==> config.mk <==
export PLATFORM = sky130hd
export DESIGN_NAME = operand_stepper
export DESIGN_NICKNAME = d
export VERILOG_FILES = /design/src/rtl/operand_stepper.sv
export SDC_FILE = /design/constraint.sdc
export NUM_CORES = 1
export LEC_CHECK = 0
export ABC_AREA = 1
export BUFFER_PORTS_ARGS = -buffer_cell sky130_fd_sc_hd__buf_4
export CAP_MARGIN = 20
export CORE_ASPECT_RATIO = 2
export CORE_MARGIN = 8
export CORE_UTILIZATION = 41
export CTS_CLUSTER_SIZE = 14
export DETAILED_ROUTE_END_ITERATION = 16
export PLACE_DENSITY = 0.75
export SETUP_SLACK_MARGIN = 0.5
export SLEW_MARGIN = 20
export SYNTH_ARGS = -nofsm -noshare
export SYNTH_HDL_FRONTEND = slang
export SYNTH_SLANG_ARGS = --single-unit
==> constraint.sdc <==
create_clock -name clk -period 2.09 [get_ports clk]
set_clock_uncertainty 0.2 [all_clocks]
set_input_delay 0.1045 -clock clk [delete_from_list [all_inputs] [get_ports clk]]
set_output_delay 0.1045 -clock clk [all_outputs]
set_load 0.05 [all_outputs]
==> src/rtl/operand_stepper.sv <==
// operand_stepper: generates a run of operand pairs (A, B) for a downstream adder.
// Each beat k (1..count) presents A = init_a + k*STEP_A and B = init_b + k*STEP_B
// over a valid/ready handshake, then pulses done for one cycle.
// Ports:
//   clk, rst_n            clock (rising edge), asynchronous active-low reset
//   start, count          begin a run of count beats (sampled only in IDLE)
//   init_a, init_b        starting operand values, latched on the start edge
//   out_ready             downstream accepts the presented beat
//   out_valid, out_a/b    presented beat; out_a/out_b hold the last beat when not valid
//   busy, done            high while running; one-cycle completion pulse
// Build option: define OPERAND_STEPPER_SAT_EN to clamp steps at the signed
// bounds instead of wrapping modulo 2^WIDTH.
module operand_stepper #(
    parameter int WIDTH  = 32,
    parameter int CNT_W  = 8,
    parameter int STEP_A = 1,
    parameter int STEP_B = 2
) (
    input  logic             clk,
    input  logic             rst_n,
    input  logic             start,
    input  logic [CNT_W-1:0] count,
    input  logic [WIDTH-1:0] init_a,
    input  logic [WIDTH-1:0] init_b,
    input  logic             out_ready,
    output logic             out_valid,
    output logic [WIDTH-1:0] out_a,
    output logic [WIDTH-1:0] out_b,
    output logic             busy,
    output logic             done
);
    typedef enum logic [1:0] {IDLE, RUN, DONE} state_t;

    state_t           state, state_nx;
    logic [CNT_W-1:0] cnt;

    function automatic logic [WIDTH-1:0] step(input logic [WIDTH-1:0] v, input int s);
`ifdef OPERAND_STEPPER_SAT_EN
        logic signed [WIDTH:0] sum;
        sum = $signed({v[WIDTH-1], v}) + (WIDTH+1)'(s);
        // overflow when the extra sign bit disagrees; clamp toward its sign
        return (sum[WIDTH] != sum[WIDTH-1]) ? {sum[WIDTH], {(WIDTH-1){~sum[WIDTH]}}}
                                            : sum[WIDTH-1:0];
`else
        return v + WIDTH'(s);
`endif
    endfunction

    always_ff @(posedge clk or negedge rst_n)
        if (!rst_n) state <= IDLE;
        else        state <= state_nx;

    always_comb begin
        state_nx = state;
        case (state)
            IDLE:    if (start) state_nx = (count == '0) ? DONE : RUN;
            RUN:     if (out_ready && cnt == CNT_W'(1)) state_nx = DONE;
            default: state_nx = IDLE;
        endcase
    end

    // Operands are stepped one beat ahead: the start edge loads beat 1 and each
    // transfer loads the next, so the final beat stays on out_a/out_b afterwards.
    always_ff @(posedge clk or negedge rst_n)
        if (!rst_n) begin
            out_a <= '0;
            out_b <= '0;
            cnt   <= '0;
        end else if (state == IDLE && start) begin
            cnt <= count;
            if (count != '0) begin
                out_a <= step(init_a, STEP_A);
                out_b <= step(init_b, STEP_B);
            end
        end else if (state == RUN && out_ready) begin
            cnt <= cnt - CNT_W'(1);
            if (cnt != CNT_W'(1)) begin
                out_a <= step(out_a, STEP_A);
                out_b <= step(out_b, STEP_B);
            end
        end

    assign out_valid = (state == RUN);
    assign busy      = (state == RUN);
    assign done      = (state == DONE);
endmodule

# After elaboration in Yosys (flattened, before gate mapping)
# Index checks and enable logic that the tools add are counted.
# totals
regBits	74
output_inout_bits	67
elab_cells	40
# classes
addsub	5
eq_ne	7
mux	14
n_reduce_logical	10
# op_table
op	n
$mux W32	8
$add A32 B1 Y32 const B	2
$add A32 B2 Y32 const B	2
$mux W8	2
$eq A8 B1 Y1 const B	1
$logic_not A8 Y1	1
$ne A8 B1 Y1 const B	1
$reduce_bool A8 Y1	1
$sub A8 B1 Y8 const B	1
$mux W2	3
$ne A2 B1 Y1 const B	2
$pmux W2 S2	1
$reduce_bool A2 Y1	2
$logic_and A1 B1 Y1	3
$reduce_and A3 Y1	1
$eq A2 B1 Y1 const B	1
$eq A2 B2 Y1 const B	1
$logic_not A2 Y1	1
$ne A2 B2 Y1 const B	1
$reduce_and A2 Y1	1

# Depth between registers and ports, before layout
# Gate-level depths: netlist (run 1).
# depth
word_depth	4
ltp_mapped	15

# Least setup slack after synthesis (run 1)
# OpenSTA, ideal clock, no wires.
# synth_timing
kind	reg-to-reg
start	reg state[0]
end	reg out_a[10]
arrival_ps	2282
required_ps	1772
slack_ps	-509
path_stages_with_launch	12
period_less_slack_ps	2599
path_cell_list	dfrtp_1 > inv_1 > nor2_1 > nand2_1 > inv_2 > nand2_1 > nand2_1 > inv_2 > buf_2 > buf_2 > nand2_1 > nand2_1
# synth_via
elab_chain_cells	4
word_cells_on_any_way	9
# synth_lines
element	line	rtl
from (decl)	34	state_t state, state_nx;
from (signal assigned)	51	else state <= state_nx;
$eq A2 B1 Y1	--	
net busy	29	output logic busy,
$logic_and A1 B1 Y1	75	end else if (state == RUN && out_ready) begin
$reduce_bool A2 Y1 (no line)	--	
$reduce_and A3 Y1 (no line)	--	
to (signal assigned)	72	out_a <= step(init_a, STEP_A);
to (signal assigned)	78	out_a <= step(out_a, STEP_A);
to (decl)	27	output logic [WIDTH-1:0] out_a,
# The timed path passes the listed nets, and every way through them passes these cells.
# A chain may end at the register's enable or synchronous reset.

# Final worst setup path (run 1)
# layout_timing
start	reg state[1]
end	reg out_b[15]
# layout_via
elab_chain_cells	4
word_cells_on_any_way	9
# layout_lines
element	line	rtl
$logic_not A2 Y1 / $eq A2 B1 Y1 (equally long branches)	69, 75	
$logic_and A1 B1 Y1, on equally long branches	69, 75	
$ne A2 B1 Y1 (no line) / $reduce_bool A2 Y1 (equally long branches)	--	
$reduce_and A3 Y1 (no line)	--	
to (signal assigned)	73	out_b <= step(init_b, STEP_B);
to (signal assigned)	79	out_b <= step(out_b, STEP_B);
to (decl)	28	output logic [WIDTH-1:0] out_b,
# Parallel ways exist; a longest one is shown, timed or not.

==> impl_metrics.tcl, run 1 <==
set metrics [dict create \
    status "complete, but fails checks" \
    violations "hold timing, setup timing" \
    drive_above_1_share 0.4930 \
    worst_pin_slew_ns 0.6639 \
    finalHoldViolCount 2 \
    post-route-util 0.7339 \
    slowest_stage "dfrtp_1" \
    power_density_nw_per_um2 1453 \
    io_pins 143 \
    worstPathRequired_ns 2.17 \
    period_needed_ns 2.418 \
    drt_first_iter_violations 372 \
    tns_ns -9.832 \
    synth-main-ff-cell "dfrtp_1" \
    yosys.area.top_type "dfrtp_1" \
    mostFrequentLayoutCells "286 x nand2_1, 245 x buf_4, 101 x nand3_1" \
    drc_errors 0 \
    ir_drop_uv 906.4 \
    port-buffer-count 142 \
    ys_async_sr_fraction 1.000 \
    critical_path_buf_inv_count 4 \
    synthTopCellsByArea "dfrtp_1 32%, nand2_1 26%, nand3_1 12%" \
    diodes 0 \
    place_area_um2 7834 \
    cts_tree "yes" \
    synth_edf_count 0 \
    syn_nets 988 \
    cp_slowest_stage_delay_ns 0.41 \
    setup_viol 56 \
    htree_num_levels 3 \
    dpl_worst_slack_ns -0.2384 \
    grt_pass1_wl_mm 37.60 \
    yosys.area.top_type_share 0.3224 \
    die_w_um 99.70 \
    num_vias 7446 \
    maxSlewViolCount 0 \
    track_usage 0.2623 \
    ys_ff_latch 74 \
    area_delta_synth_final_pct 76.50 \
    numCtsBuffers 9 \
    ys_types 34 \
    synth_seq_area_share 0.3224 \
    fillCellCount 951 \
    fin_crit_sh 1.157 \
    die_area_um2 18280 \
    endpoint_kind "register" \
    fmax_mhz 413.5 \
    place.gp.congestion 0.9610 \
    critPathLaunchType "register" \
    yosys_warnings 0 \
    vias_per_cell 5.319 \
    cpMostUsedCell "nand2_2" \
    clock_latency_ns 0.35 \
    clock_sinks 74 \
    mostFrequentLayoutCell "nand2_1" \
    final_cell_area_um2 10140 \
    cts-root-buf "clkbuf_16" \
    crit_arrival_ns 2.50 \
    grt_max_degree 28 \
    syn_inst 908 \
    rsz0062_at_grt "true" \
    drt_wl_total_mm 25.27 \
    syn_avg_cell_area_um2 6.326 \
    worst_slack_ns -0.3284 \
    holdCritPathClass "in2reg" \
    core_um2 13810 \
    clkTransAtPathRegs_ns 0.06 \
    multiInputGateArea_um2 4608 \
    drv_cap 0 \
    regArea_um2 1852 \
    antenna_left 0 \
    chipHeight_um 183.4 \
    syn_area_um2 5744 \
    cp_top_family "simple AND/OR/NAND/NOR gates" \
    path_max_fanout 6 \
    critical_path_class "reg2reg" \
    overflow 0 \
    p_total_uw 14730 \
    nets 1286 \
    grt_pass1_vias 7659 \
    leakagePower_uw 0.005006 \
    rows 61 \
    clockBufferDepth 2 \
    antenna_found_initial 0 \
    place_hpwl_mm 16.25 \
    wl_per_cell_um 18.05 \
    holdWs_ns -0.02140 \
    max_slew_margin 0.5559 \
    start_util 0.4158 \
    drt_pass1_iterations 7 \
    crit_chain "nor2_4 > buf_6 > buf_12 > buf_12 > nand3_1 > nand2_2 > nand2_2 > nor2_4 > nand2_2 > buf_4 > o21bai_1 > nand3_1 > nand2_1" \
]
-- cell families (layout without fill, tap and decap cells) --
| logic type | Yosys count | in the layout | synth area share |
|---|---|---|---|
| AND/OR/NAND/NOR | 673 | 674 | 0.5130 |
| multiplexers | 1 | 1 | 0.001960 |
| AO/OA/AOI/OAI | 43 | 43 | 0.04661 |
| adder cells (fa/ha/maj) | 4 | 4 | 0.008713 |
| flip-flops | 74 | 74 | 0.3224 |
| buffers and inverters | 98 | 400 | 0.08451 |
| XOR/XNOR | 15 | 15 | 0.02287 |
-- cell type report --
type,instances,share of cell area
Clock inverter,5,0.005307
Multi-Input combinational cell,737,0.4545
Timing Repair Buffer,321,0.2845
Tap cell,189,0.02332
Sequential cell,74,0.1826
Inverter,63,0.02579
Clock buffer,11,0.02394
-- power by group --
group / internal (uW) / leakage [uW] / switching (uW)
combinational: 4220 / 0.00391 / 6330
sequential: 2000 / 0.000950 / 546
clock: 955 / 0.000149 / 679
total: 7180 / 0.00501 / 7560
-- per-layer routing --
| layer | vias to the layer above | track usage | part of all wire | routed length (um) |
|---|---|---|---|---|
| met1 | 3484 | 0.2495 | 0.33 | 8378 |
| met4 | 0 | 0.2081 | 0.075 | 1902 |
| met5 | - | 0 | 0 | 0 |
| met2 | 355 | 0.4797 | 0.54 | 13620 |
| li1 | 3468 | - | - | - |
| met3 | 139 | 0.04444 | 0.054 | 1365 |
-- final timing paths --
| kind | from | to | slack (ns) | depth (start not counted) |
|---|---|---|---|---|
| setup / recovery | state[1] | out_b[15] | -0.33 | 13 |
| hold / removal | init_b[9] | out_b[9] | -0.02 | 4 |
| setup reg to reg | state[1] | out_b[15] | -0.33 | 13 |
| hold reg to reg | out_a[24] | out_a[24] | 0.31 | 2 |
| max in group asynchronous | rst_n | out_a[9] | 0.52 | 3 |
| min in group asynchronous | rst_n | state[0] | 0.09 | 3 |
-- per-stage QoR --
| stage | cells | hold WS [ns] |
|---|---|---|
| global route | 1400 | -0.01498 |
| finish | 1400 | -0.02140 |
| global placement | 1310 | -0.1889 |
| detailed placement | 1310 | -0.1901 |
| CTS | 1382 | -0.06084 |
| floorplan | 908 | -0.3911 |
-- worst min-delay path, delay by kind of cell --
family	cells	cell delay [ns]
and+or+nand+nor	2	0.22
buffers and inverters	1	0.09
AOI/OAI and AO/OA	1	0.07
-- sequential cells by signal (all words and copies together) (netlist names) --
signal / flops
out_a: 32
cnt: 8
state: 2
out_b: 32
-- cells in the mapped netlist (3+ instances only) --
library cell,n
nand2_1,404
nand3_1,134
dfrtp_1,74
nor2_1,72
inv_1,59
o21ai_0,22
nand2_2,16
xor2_1,15
nor2_2,14
nor2_4,14
buf_2,13
o21bai_1,9
buf_4,8
buf_6,8
clkbuf_1,5
ha_1,4
inv_2,4
nand2_4,3
nand4_1,3
o221ai_1,3
or2_1,3
-- what timing repair did --
item                                   CTS  global route
endpoints found under the hold margin   89             5
setup endpoints to repair               75            93
buffers inserted                        35            17
gates resized for setup                199           148
hold buffers                            14             2
pin swaps                               99            87
gates cloned                             7             0
(Power assumes the default switching activity.)
==> inputs of run 2 (changes only) <==
SETUP_SLACK_MARGIN = default   (was 0.5)
==> run 2 against run 1 <==
Against the previous run:
- the flow finishes with violations (setup timing)
- sequential share of layout area rose by 0.97 points
- die area did not move
- first-iteration DRC count rose by 6.7%
- final cell count fell by 1.0%
- via count fell by 0.58%
- worst hold slack improved by 0.028 ns
- global-route usage fell by 1.8 points
- critical path depth did not move
- wire length rose by 3.2%
- sequential power fell by 2%
==> impl_metrics.tcl, run 2 (synthesis gave the netlist of run 1 again) <==
set metrics [dict create \
    period_needed_ns 2.420 \
    port-buffer-count 142 \
    max_slew_margin 0.7818 \
    die_w_um 99.70 \
    grt_pass1_wl_mm 34.91 \
    reg_top3 "out_a (32), out_b (32), cnt (8)" \
    worst_slack_ns -0.3296 \
    power_density_nw_per_um2 1465 \
    fin_crit_sh 1.158 \
    finalHoldViolCount 0 \
    violations "setup timing" \
    path_max_fanout 6 \
    antenna_found_initial 1 \
    drive_above_1_share 0.4457 \
    track_usage 0.2439 \
    vias_per_cell 5.341 \
    cts_tree "yes" \
    num_vias 7403 \
    maxSlewViolCount 0 \
    regArea_um2 1852 \
    place.gp.congestion 0.9314 \
    area_delta_synth_final_pct 67.57 \
    multiInputGateArea_um2 4222 \
    place_area_um2 7691 \
    antenna_left 0 \
    drv_cap 0 \
    mostFrequentLayoutCells "313 x nand2_1, 253 x buf_4, 107 x nand3_1" \
    holdWs_ns 0.006951 \
    holdCritPathClass "in2reg" \
    chipHeight_um 183.4 \
    clkTransAtPathRegs_ns 0.07 \
    drt_first_iter_violations 397 \
    worstPathRequired_ns 2.17 \
    mostFrequentLayoutCell "nand2_1" \
    critical_path_class "reg2reg" \
    status "complete, but fails checks" \
    cts-root-buf "clkbuf_16" \
    overflow 0 \
    p_total_uw 14100 \
    core_um2 13810 \
    fillCellCount 1091 \
    numCtsBuffers 9 \
    crit_arrival_ns 2.50 \
    ir_drop_uv 722.6 \
    nets 1271 \
    clockBufferDepth 2 \
    leakagePower_uw 0.004769 \
    htree_num_levels 3 \
    place_hpwl_mm 15.68 \
    finalNonFillerCells 1386 \
    drt_pass1_iterations 5 \
    final_cell_area_um2 9625 \
    clock_latency_ns 0.35 \
    rows 61 \
    min-delay-start "init_a[2]" \
    rsz0062_at_grt "true" \
    start_util 0.4158 \
    rr_startpoint "state[1]" \
    drt_wl_total_mm 26.07 \
    clock_sinks 74 \
    grt_max_degree 61 \
    place_inst 1296 \
    die_area_um2 18280 \
    fmax_mhz 413.3 \
    worst_pin_slew_ns 0.3273 \
    dpl_worst_slack_ns -0.1833 \
    wl_per_cell_um 18.81 \
    grt_pass1_vias 7100 \
    drc_errors 0 \
    endpoint_kind "register" \
    critPathLaunchType "register" \
    io_pins 143 \
    setup_viol 57 \
    crit_start "state[1]" \
]
run 2: where the power goes:
| group | switching, uW | internal [uW] |
|---|---|---|
| logic | 6050 | 3820 |
| clock network | 690 | 1040 |
| registers | 493 | 2000 |
| total | 7230 | 6870 |
run 2: routing by layer:
layer / GRT usage / up-vias / share of wire
met3: 0.03342 / 152 / 0.050
li1: - / 3442 / -
met1: 0.2118 / 3459 / 0.32
met5: 0 / - / 0
met4: 0.2190 / 0 / 0.088
met2: 0.4639 / 350 / 0.54
run 2: final timing paths:
path                                   to  slack, ns  depth (start not counted)
max in group asynchronous          cnt[7]       0.25                          4
worst min register to register  out_a[18]       0.30                          2
worst min-delay path             out_a[2]      0.007                          5
worst max register to register   out_a[9]      -0.33                         13
min in group asynchronous        out_b[0]       0.55                          3
worst max-delay path             out_a[9]      -0.33                         13
run 2: through the flow:
stage	TNS (ns)	utilization
finish	-11.24	0.6968
global route	-17.19	0.6968
CTS	-6.017	0.6352
detailed placement	-5.815	0.5567
global placement	-4.100	0.5567
floorplan	-2.040	-
run 2: what timing repair did:
action	in CTS	in global routing
gates resized for setup	77	156
hold buffers	18	0
pin swaps	30	97
setup endpoints to repair	55	60
cloned	7	3
setup buffers	15	31
endpoints found under the hold margin	90	0
run 2: layout make-up:
class	count	share of cell area
Inverter	63	0.02457
Sequential cell	74	0.1924
Timing Repair Buffer	306	0.2865
Tap cell	189	0.02457
Multi-Input combinational cell	737	0.4386
Clock inverter	7	0.009749
Clock buffer	9	0.02340
Antenna cell	1	0.0002600
run 2: worst max-delay path, stage by stage, from the launching register on:
cell     delay (ns)
dfrtp_1        0.41
nor2_4         0.15
buf_8          0.15
buf_12         0.13
buf_16         0.13
nand3_1        0.08
nand2_2        0.11
nand2_2        0.11
nor2_4         0.15
nand2_4        0.10
nor2_4         0.20
xor2_1         0.24
nand2_1        0.11
nand2_1        0.08
==> inputs of run 3 (changes only) <==
RECOVER_POWER = 100   (was default)
==> run 3 against run 2 <==
Against the previous run:
- the flow still finishes with violations (setup timing)
- non-clock buffer count unchanged
- critical path type unchanged
- wire length rose by 0.14%
- final area is 1.6% lower
- critical path depth did not move
- count of clock-buffer cells in the layout unchanged
- largest cell class unchanged
- fmax shrank 0.31%
==> impl_metrics.tcl, run 3 (synthesis gave the netlist of run 1 again) <==
set metrics [dict create \
    endpoint_kind "register" \
    num_vias 7406 \
    rows 61 \
    start_util 0.4158 \
    io_pins 143 \
    grt_pass1_vias 7100 \
    drt_pass1_iterations 5 \
    period_needed_ns 2.427 \
    chipHeight_um 183.4 \
    antenna_found_initial 1 \
    worst_pin_slew_ns 0.7417 \
    die_w_um 99.70 \
    nets 1271 \
    ir_drop_uv 694.2 \
    htree_num_levels 3 \
    core_um2 13810 \
    met1_usage 0.2118 \
    clockBufferDepth 2 \
    drv_cap 0 \
    grt_max_degree 61 \
    place_hpwl_mm 15.68 \
    antenna_left 0 \
    die_area_um2 18280 \
    tns_ns -11.52 \
    area_delta_synth_final_pct 64.84 \
    holdWs_ns 0.008511 \
    setup_viol 57 \
    status "complete, but fails checks" \
    clock_latency_ns 0.35 \
    finalHoldViolCount 0 \
    mostFrequentLayoutCells "313 x nand2_1, 211 x buf_4, 107 x nand3_1" \
    critPathLaunchType "register" \
    power_density_nw_per_um2 1462 \
    clkTransAtPathRegs_ns 0.07 \
    numCtsBuffers 9 \
    mostFrequentLayoutCell "nand2_1" \
    vias_per_cell 5.343 \
    worstPathRequired_ns 2.17 \
    fin_crit_sh 1.161 \
    drc_errors 0 \
    use_met2 0.4639 \
    track_usage 0.2439 \
    wl_per_cell_um 18.83 \
    maxSlewViolCount 0 \
    drt_wl_total_mm 26.10 \
    path_max_fanout 6 \
    holdCritPathClass "in2reg" \
    drive_above_1_share 0.4114 \
    violations "setup timing" \
    fmax_mhz 412.0 \
    rsz0062_at_grt "true" \
    leakagePower_uw 0.004606 \
    cts-root-buf "clkbuf_16" \
    port-buffer-count 142 \
    cts_tree "yes" \
    grt_use_met3 0.03342 \
    worst_slack_ns -0.3370 \
    place.gp.congestion 0.9314 \
    grt_pass1_wl_mm 34.91 \
    grt.busiest_layer "met2" \
    clock_sinks 74 \
    reg_top3 "out_a (32), out_b (32), cnt (8)" \
    r2r_setup_slack_ns -0.34 \
    drt_first_iter_violations 359 \
    critical_path_class "reg2reg" \
    overflow 0 \
    p_total_uw 13850 \
    crit_arrival_ns 2.51 \
    max_slew_margin 0.5077 \
]
==> run 3: cell types whose count changed in the layout (fill, tap and decap cells not counted) <==
cell	previous run	this run
buf_4	253	211
clkbuf_1	0	41
clkbuf_2	0	1
==> run 3: routing by layer <==
metal / vias up / routed length, um
met1: 3457 / 8256
met5: - / 0
met3: 159 / 1351
li1: 3442 / -
met4: 0 / 2246
met2: 348 / 14250
==> run 3: through the flow <==
step / setup slack [ns] / util / cell area [um^2] / instances
6_report: -0.3370 / 0.6854 / 9469 / 1386
2_1_floorplan: -0.1237 / - / 5819 / 908
4_1_cts: -0.1625 / 0.6352 / 8775 / 1352
3_3_place_gp: -0.1349 / 0.5567 / 7691 / 1296
5_1_grt: -0.4071 / 0.6854 / 9469 / 1386
3_5_place_dp: -0.1833 / 0.5567 / 7691 / 1296
==> run 3: final cells by class <==
cell class,count,area [um^2]
fill,1131,4345
multi-input combinational,737,4222
timing repair buffer,306,2601
sequential,74,1852
inverter,63,236.5
tap,189,236.5
clock buffer,9,225.2
clock inverter,7,93.84
antenna,1,2.502
==> run 3: where the power goes <==
| part | total [uW] | internal, uW | switching, uW |
|---|---|---|---|
| registers | 2490 | 2000 | 487 |
| logic | 9620 | 3560 | 6050 |
| clock network | 1740 | 1040 | 692 |
| total | 13800 | 6610 | 7230 |
==> run 3: timing repair <==
action,in CTS,in global routing
hold endpoints to repair,90,0
resized for setup,77,156
endpoints found under the setup margin,55,60
buffers inserted,15,31
pin swaps,30,97
cloned,7,3
hold buffers,18,0
==> run 3: worst paths after layout <==
check | depth (start not counted) | start | to
setup reg to reg | 13 | state[1] | out_a[9]
hold reg to reg | 2 | out_b[25] | out_b[25]
setup / recovery | 13 | state[1] | out_a[9]
min in group asynchronous | 3 | rst_n | out_b[0]
max in group asynchronous | 4 | rst_n | cnt[7]
hold / removal | 5 | init_a[2] | out_a[2]
==> run 3: worst max-delay path: stages, from the launching register on <==
cell	delay (ns)
dfrtp_1	0.41
nor2_4	0.15
buf_8	0.15
buf_12	0.13
buf_16	0.13
nand3_1	0.08
nand2_2	0.11
nand2_2	0.11
nor2_4	0.15
nand2_4	0.10
nor2_4	0.19
xor2_1	0.25
nand2_1	0.11
nand2_1	0.08
